--- src/rtl/bus_arbiter.sv ---
`default_nettype none
// ============================================================================
// Module   : bus_arbiter
// Purpose  : Two-requester round-robin arbiter onto one shared native-bus
//            slave, with a per-transaction wait timeout and a sticky error.
// Ports    : clk, rst (async, active-low)
//            m0_* / m1_*  requester request (valid/address/wdata/wstrb) and
//                         response (rdata/ready)
//            s_*          shared slave request and response
//            err          sticky timeout flag, err_clr one-cycle clear pulse
// Revision : 1.0 - initial release
// ============================================================================
module bus_arbiter #(
    parameter int ADDR_W  = 32,
    parameter int DATA_W  = 32,
    parameter int TIMEOUT = 1024
) (
    input  logic                clk,
    input  logic                rst,
    input  logic                m0_valid,
    input  logic [ADDR_W-1:0]   m0_address,
    input  logic [DATA_W-1:0]   m0_wdata,
    input  logic [DATA_W/8-1:0] m0_wstrb,
    output logic [DATA_W-1:0]   m0_rdata,
    output logic                m0_ready,
    input  logic                m1_valid,
    input  logic [ADDR_W-1:0]   m1_address,
    input  logic [DATA_W-1:0]   m1_wdata,
    input  logic [DATA_W/8-1:0] m1_wstrb,
    output logic [DATA_W-1:0]   m1_rdata,
    output logic                m1_ready,
    output logic                s_valid,
    output logic [ADDR_W-1:0]   s_address,
    output logic [DATA_W-1:0]   s_wdata,
    output logic [DATA_W/8-1:0] s_wstrb,
    input  logic [DATA_W-1:0]   s_rdata,
    input  logic                s_ready,
    output logic                err,
    input  logic                err_clr
);

    localparam logic [0:0]        c_st_idle  = 1'b0;
    localparam logic [0:0]        c_st_busy  = 1'b1;
    localparam logic [15:0]       c_cnt_last = 16'(TIMEOUT - 1);
    localparam logic [DATA_W-1:0] c_dead     = {(DATA_W/32){32'hDEADBEEF}};

    logic [0:0]  r_state;
    logic        r_grant;   // 0 = m0, 1 = m1
    logic        r_last;    // requester served most recently
    logic [15:0] r_cnt;
    logic        r_err;

    logic              w_busy;
    logic              w_timeout;
    logic              w_done;
    logic [DATA_W-1:0] w_resp_data;

    assign w_busy      = (r_state == c_st_busy);
    // A slave response in the final wait cycle wins over the timeout.
    assign w_timeout   = w_busy && !s_ready && (r_cnt == c_cnt_last);
    assign w_done      = w_busy && (s_ready || w_timeout);
    assign w_resp_data = s_ready ? s_rdata : c_dead;

    // Slave request is a pure mux of the locked grant; zero while idle.
    assign s_valid   = w_busy && (r_grant ? m1_valid : m0_valid);
    assign s_address = w_busy ? (r_grant ? m1_address : m0_address) : '0;
    assign s_wdata   = w_busy ? (r_grant ? m1_wdata   : m0_wdata)   : '0;
    assign s_wstrb   = w_busy ? (r_grant ? m1_wstrb   : m0_wstrb)   : '0;

    assign m0_ready  = w_done && !r_grant;
    assign m1_ready  = w_done &&  r_grant;
    assign m0_rdata  = m0_ready ? w_resp_data : '0;
    assign m1_rdata  = m1_ready ? w_resp_data : '0;

    assign err       = r_err;

    always_ff @(posedge clk or negedge rst) begin
        if (!rst) begin
            r_state <= c_st_idle;
            r_grant <= 1'b0;
            r_last  <= 1'b1;
            r_cnt   <= 16'd0;
            r_err   <= 1'b0;
        end else begin
            case (r_state)
                c_st_idle: begin
                    if (m0_valid || m1_valid) begin
                        // On a tie the requester not served last wins.
                        r_grant <= (m0_valid && m1_valid) ? ~r_last : m1_valid;
                        r_cnt   <= 16'd0;
                        r_state <= c_st_busy;
                    end
                end
                c_st_busy: begin
                    if (w_done) begin
                        r_last  <= r_grant;
                        r_cnt   <= 16'd0;
                        r_state <= c_st_idle;
                    end else begin
                        r_cnt   <= r_cnt + 16'd1;
                    end
                end
                default: r_state <= c_st_idle;
            endcase

            // Setting on timeout takes precedence over a coincident clear.
            if (w_timeout) begin
                r_err <= 1'b1;
            end else if (err_clr) begin
                r_err <= 1'b0;
            end
        end
    end

endmodule
`default_nettype wire

--- config.mk ---
export PLATFORM = sky130hd
export DESIGN_NAME = bus_arbiter
export DESIGN_NICKNAME = d
export VERILOG_FILES = /design/src/rtl/bus_arbiter.sv
export SDC_FILE = /design/constraint.sdc
export NUM_CORES = 1
export LEC_CHECK = 0
export BUFFER_PORTS_ARGS = -buffer_cell sky130_fd_sc_hd__buf_4
export CAP_MARGIN = 20
export CORE_AREA = 2 2 122 124
export DETAILED_ROUTE_END_ITERATION = 10
export DIE_AREA = 0 0 124 126
export SYNTH_ARGS = -nofsm -noshare
export SYNTH_HDL_FRONTEND = slang
export SYNTH_SLANG_ARGS = --single-unit
export TNS_END_PERCENT = 5
--- constraint.sdc ---
create_clock -name clk -period 1.75 [get_ports clk]
set_input_delay 0.175 -clock clk [delete_from_list [all_inputs] [get_ports clk]]
set_output_delay 0.175 -clock clk [all_outputs]
set_load 0.005 [all_outputs]
==> key figures <==
Run status
  – Status: finished, violations left
  – Failing checks: setup timing

Placement
  – I/O Buffers: ~310
  – Post-DP HPWL: approximately 12000 um
  – Placed Area: about 5700 um2
  – Placer Congestion: 0.798
  – Pre-CTS WS: -78.0 ps

GRT
  – Initial antenna violation count: 0
  – First-pass GRT wire length: 20300 um
  – Vias in the first global route: between 3000 and 4000
  – Global route overflow: 0
  – Largest net degree at the start of global routing: 73
  – GR Util All Layers: around 16%

STA
  – Clock Skew: 3.70 ps
  – Worst-Margin Slew: 409 ps
  – Hold Vio Cnt, Final: 0
  – Final min period: 2020 ps
  – Final setup violation count: 51
  – Final period utilization: 116%
  – Final WS setup: -273 ps
  – Headroom to the max-slew limit: roughly 73%
  – Fmax achieved: roughly 490 MHz
  – RSZ-0062 raised after global routing: true
  – Slew Limit Fails: 0

Clock network
  – Worst-Skew Late Latency: 250 ps
  – Root Buffer: clkbuf_16
  – Clock Tree Buf Depth: 2
  – CTS tree: yes
  – Num CTS Buffers: 3
  – H-tree depth: 1
  – Reg clk slew, reported paths: approximately 60 ps
  – Clock sinks: 20

Final layout
  – Share of layout cells above drive strength 1: between 50% and 60%
  – Final Util: a little over 40%
  – Post-route cell area: between 5000 and 6000 um2
  – Area grow syn2layout: 117%
  – NumNets Final: 886
  – Antenna Cells: 0

Power and ir drop
  – Power Total: approximately 4.7 mW
  – Worst VDD drop: 0.393 mV
  – Pwr/cell area: about 800 nW/um2
  – Leakage: 3.01 nW

Floorplanning
  – Boundary Pins: 310
  – Core ar.: between 10000 and 15000 um2
  – Starting density of the core: roughly a fifth
  – Num rows: 44
  – Die X: roughly 120 um
  – Die Span Y: roughly 130 um
  – Die footprint: about 16000 um2

Yosys
  – Cell Area, Synth: about 2700 um2
  – Post-synth cell types: 37
  – Sequential fraction of the synthesis area: 18.6%
  – Most used flip-flop cell after synthesis: dfrtp_1
  – Yosys reg bits: 20
  – Post-Syn Instances: ~390
  – Mean Syn Cell Area: a little under 7 um2
  – Number of synthesized flops with an enable pin: 0
  – Synth top area cells: mux2i_1 26%, dfrtp_1 18%, nor2_1 14%, nor3_1 9.5%, and2_1 3.7%
  – FFs w/ async S/R, synth: between 90% and 100%
  – Syn Nets: roughly 560
  – Yosys top cell area share: roughly a quarter
  – Warnings, synthesis: 0
  – Largest area contributor in the netlist: mux2i_1

Route
  – WL final: 14200 um
  – TritonRoute pass-1 iters: 4
  – DRT antenna net count: 0
  – Length of routed met2 wiring: ~7000 um
  – Starting DRT DRC Count: 142
  – WL/cell: 15.9 um
  – Top Layer Used: met4
  – Met3 WL: 1710 um
  – DRC viols: 0
  – Via count: around 4000
  – Wl on met1: 5520 um
  – Drt via density: between 4 and 5

Worst setup path
  – Crit. End Element: output pin
  – Critical Path AT: 1850 ps
  – Worst Setup Path Type: reg -> out
  – Startpoint Class: flop
  – WP data required: around 1600 ps
  – Worst-path maximum fanout: 19

Min path
  – Hold WC Path Type: in -> reg

Job
  – Maxcap violations: 0
flip-flops by register name, indices dropped and copies added, names as in the netlist:
name and count:
err 1, r_cnt 16, r_grant 1, r_last 1
r_state 1
cell families (layout without fill, tap and decap cells):
kind of cell | Yosys count | after routing | synth area share, %
AOI/OAI and AO/OA | 32 | 32 | 7.86
adders and majority gates | 1 | 1 | 0.465
buffers and inverters | 37 | 358 | 7.35
DFF | 20 | 20 | 18.6
muxes | 70 | 70 | 26.0
and+or+nand+nor | 229 | 229 | 39.7
cells in the final DEF (no fill, tap or decap), types with 2 or more instances in the layout:
master / instances
o21ai_0: 11
or3_1: 5
clkbuf_16: 3
or4_1: 2
and3_4: 2
buf_6: 2
mux2i_1: 70
and4_1: 2
nand2_1: 21
o31ai_1: 3
nor3_1: 3
buf_12: 6
nand2b_1: 3
a21oi_1: 3
nand3_1: 10
inv_2: 2
dfrtp_1: 18
a31oi_1: 2
or4_4: 2
inv_1: 2
nand4_1: 5
o211ai_1: 6
buf_4: 340
and2_1: 16
nor2_1: 102
nor3_2: 47
and3_1: 2
metal layers:
| metal | GRT usage, % | up-vias |
|---|---|---|
| met5 | 0 | - |
| met4 | 2.97 | 0 |
| met3 | 5.21 | 10 |
| met2 | 28.7 | 209 |
| met1 | 20.0 | 1791 |
| li1 | - | 2002 |
cell type report:
| type | count | area [um2] |
|---|---|---|
| fill | 1498 | 8460 |
| timing repair buffer | 350 | 2730 |
| multi-input combinational | 332 | 2290 |
| sequential | 20 | 505 |
| tap | 184 | 230 |
| clock buffer | 4 | 78.8 |
| inverter | 4 | 15.0 |
synthesized netlist by cell type, types with 3 or more instances:
| cell | n |
|---|---|
| nand2b_1 | 3 |
| nand2_1 | 21 |
| or3_1 | 5 |
| nand4_1 | 5 |
| nand3_1 | 11 |
| dfrtp_1 | 19 |
| or4_1 | 4 |
| clkbuf_1 | 17 |
| o31ai_1 | 3 |
| and3_1 | 4 |
| buf_6 | 6 |
| and2_1 | 16 |
| o211ai_1 | 6 |
| buf_2 | 8 |
| o21ai_0 | 11 |
| nor2_1 | 103 |
| nor3_1 | 51 |
| a21oi_1 | 3 |
| mux2i_1 | 70 |
worst paths after layout:
check                         start     endpoint  slack [ps]  cells past startpoint
min in group asynchronous       rst     r_cnt[6]         340                      2
hold / removal              err_clr          err          80                      2
setup reg to reg           r_cnt[0]    r_cnt[14]           0                      6
hold reg to reg            r_cnt[6]     r_cnt[6]         510                      1
max in group asynchronous       rst       r_last        1130                      2
setup / recovery           r_cnt[0]  m0_rdata[2]        -270                      7
timing repair:
| action | 4_1_cts | 5_1_grt |
|---|---|---|
| gates resized for setup | 8 | 5 |
| buffers inserted | 1 | 0 |
| endpoints found under the setup margin | 53 | 103 |
| hold buffers | 1 | 0 |
| pin swaps | 11 | 7 |
| endpoints found under the hold margin | 19 | 0 |
| cloned | 1 | 0 |
stage by stage:
step	hold WS (ps)	TNS, ps	instances
6_report	84.1	-11640	894
3_5_place_dp	77.8	-1800	887
4_1_cts	86.0	-11510	894
5_1_grt	104	-17730	894
2_1_floorplan	-121	-1760	389
3_3_place_gp	74.6	-424	887
worst max-delay path: stages (launching register included):
cell and delay (ps):
dfrtp_1 390, ha_4 160, and3_4 200, nand3_4 80, o21a_4 260, buf_12 170, nor3_4 190, buf_4 130
where the power goes:
| part | internal [mW] | total (mW) | switching [mW] | leakage (nW) |
|---|---|---|---|---|
| combinational | 1.99 | 3.69 | 1.69 | 2.70 |
| clock | 0.310 | 0.486 | 0.176 | 0.0382 |
| sequential | 0.516 | 0.570 | 0.0534 | 0.269 |
| total | 2.82 | 4.74 | 1.92 | 3.01 |
(Power assumes the default switching activity.)
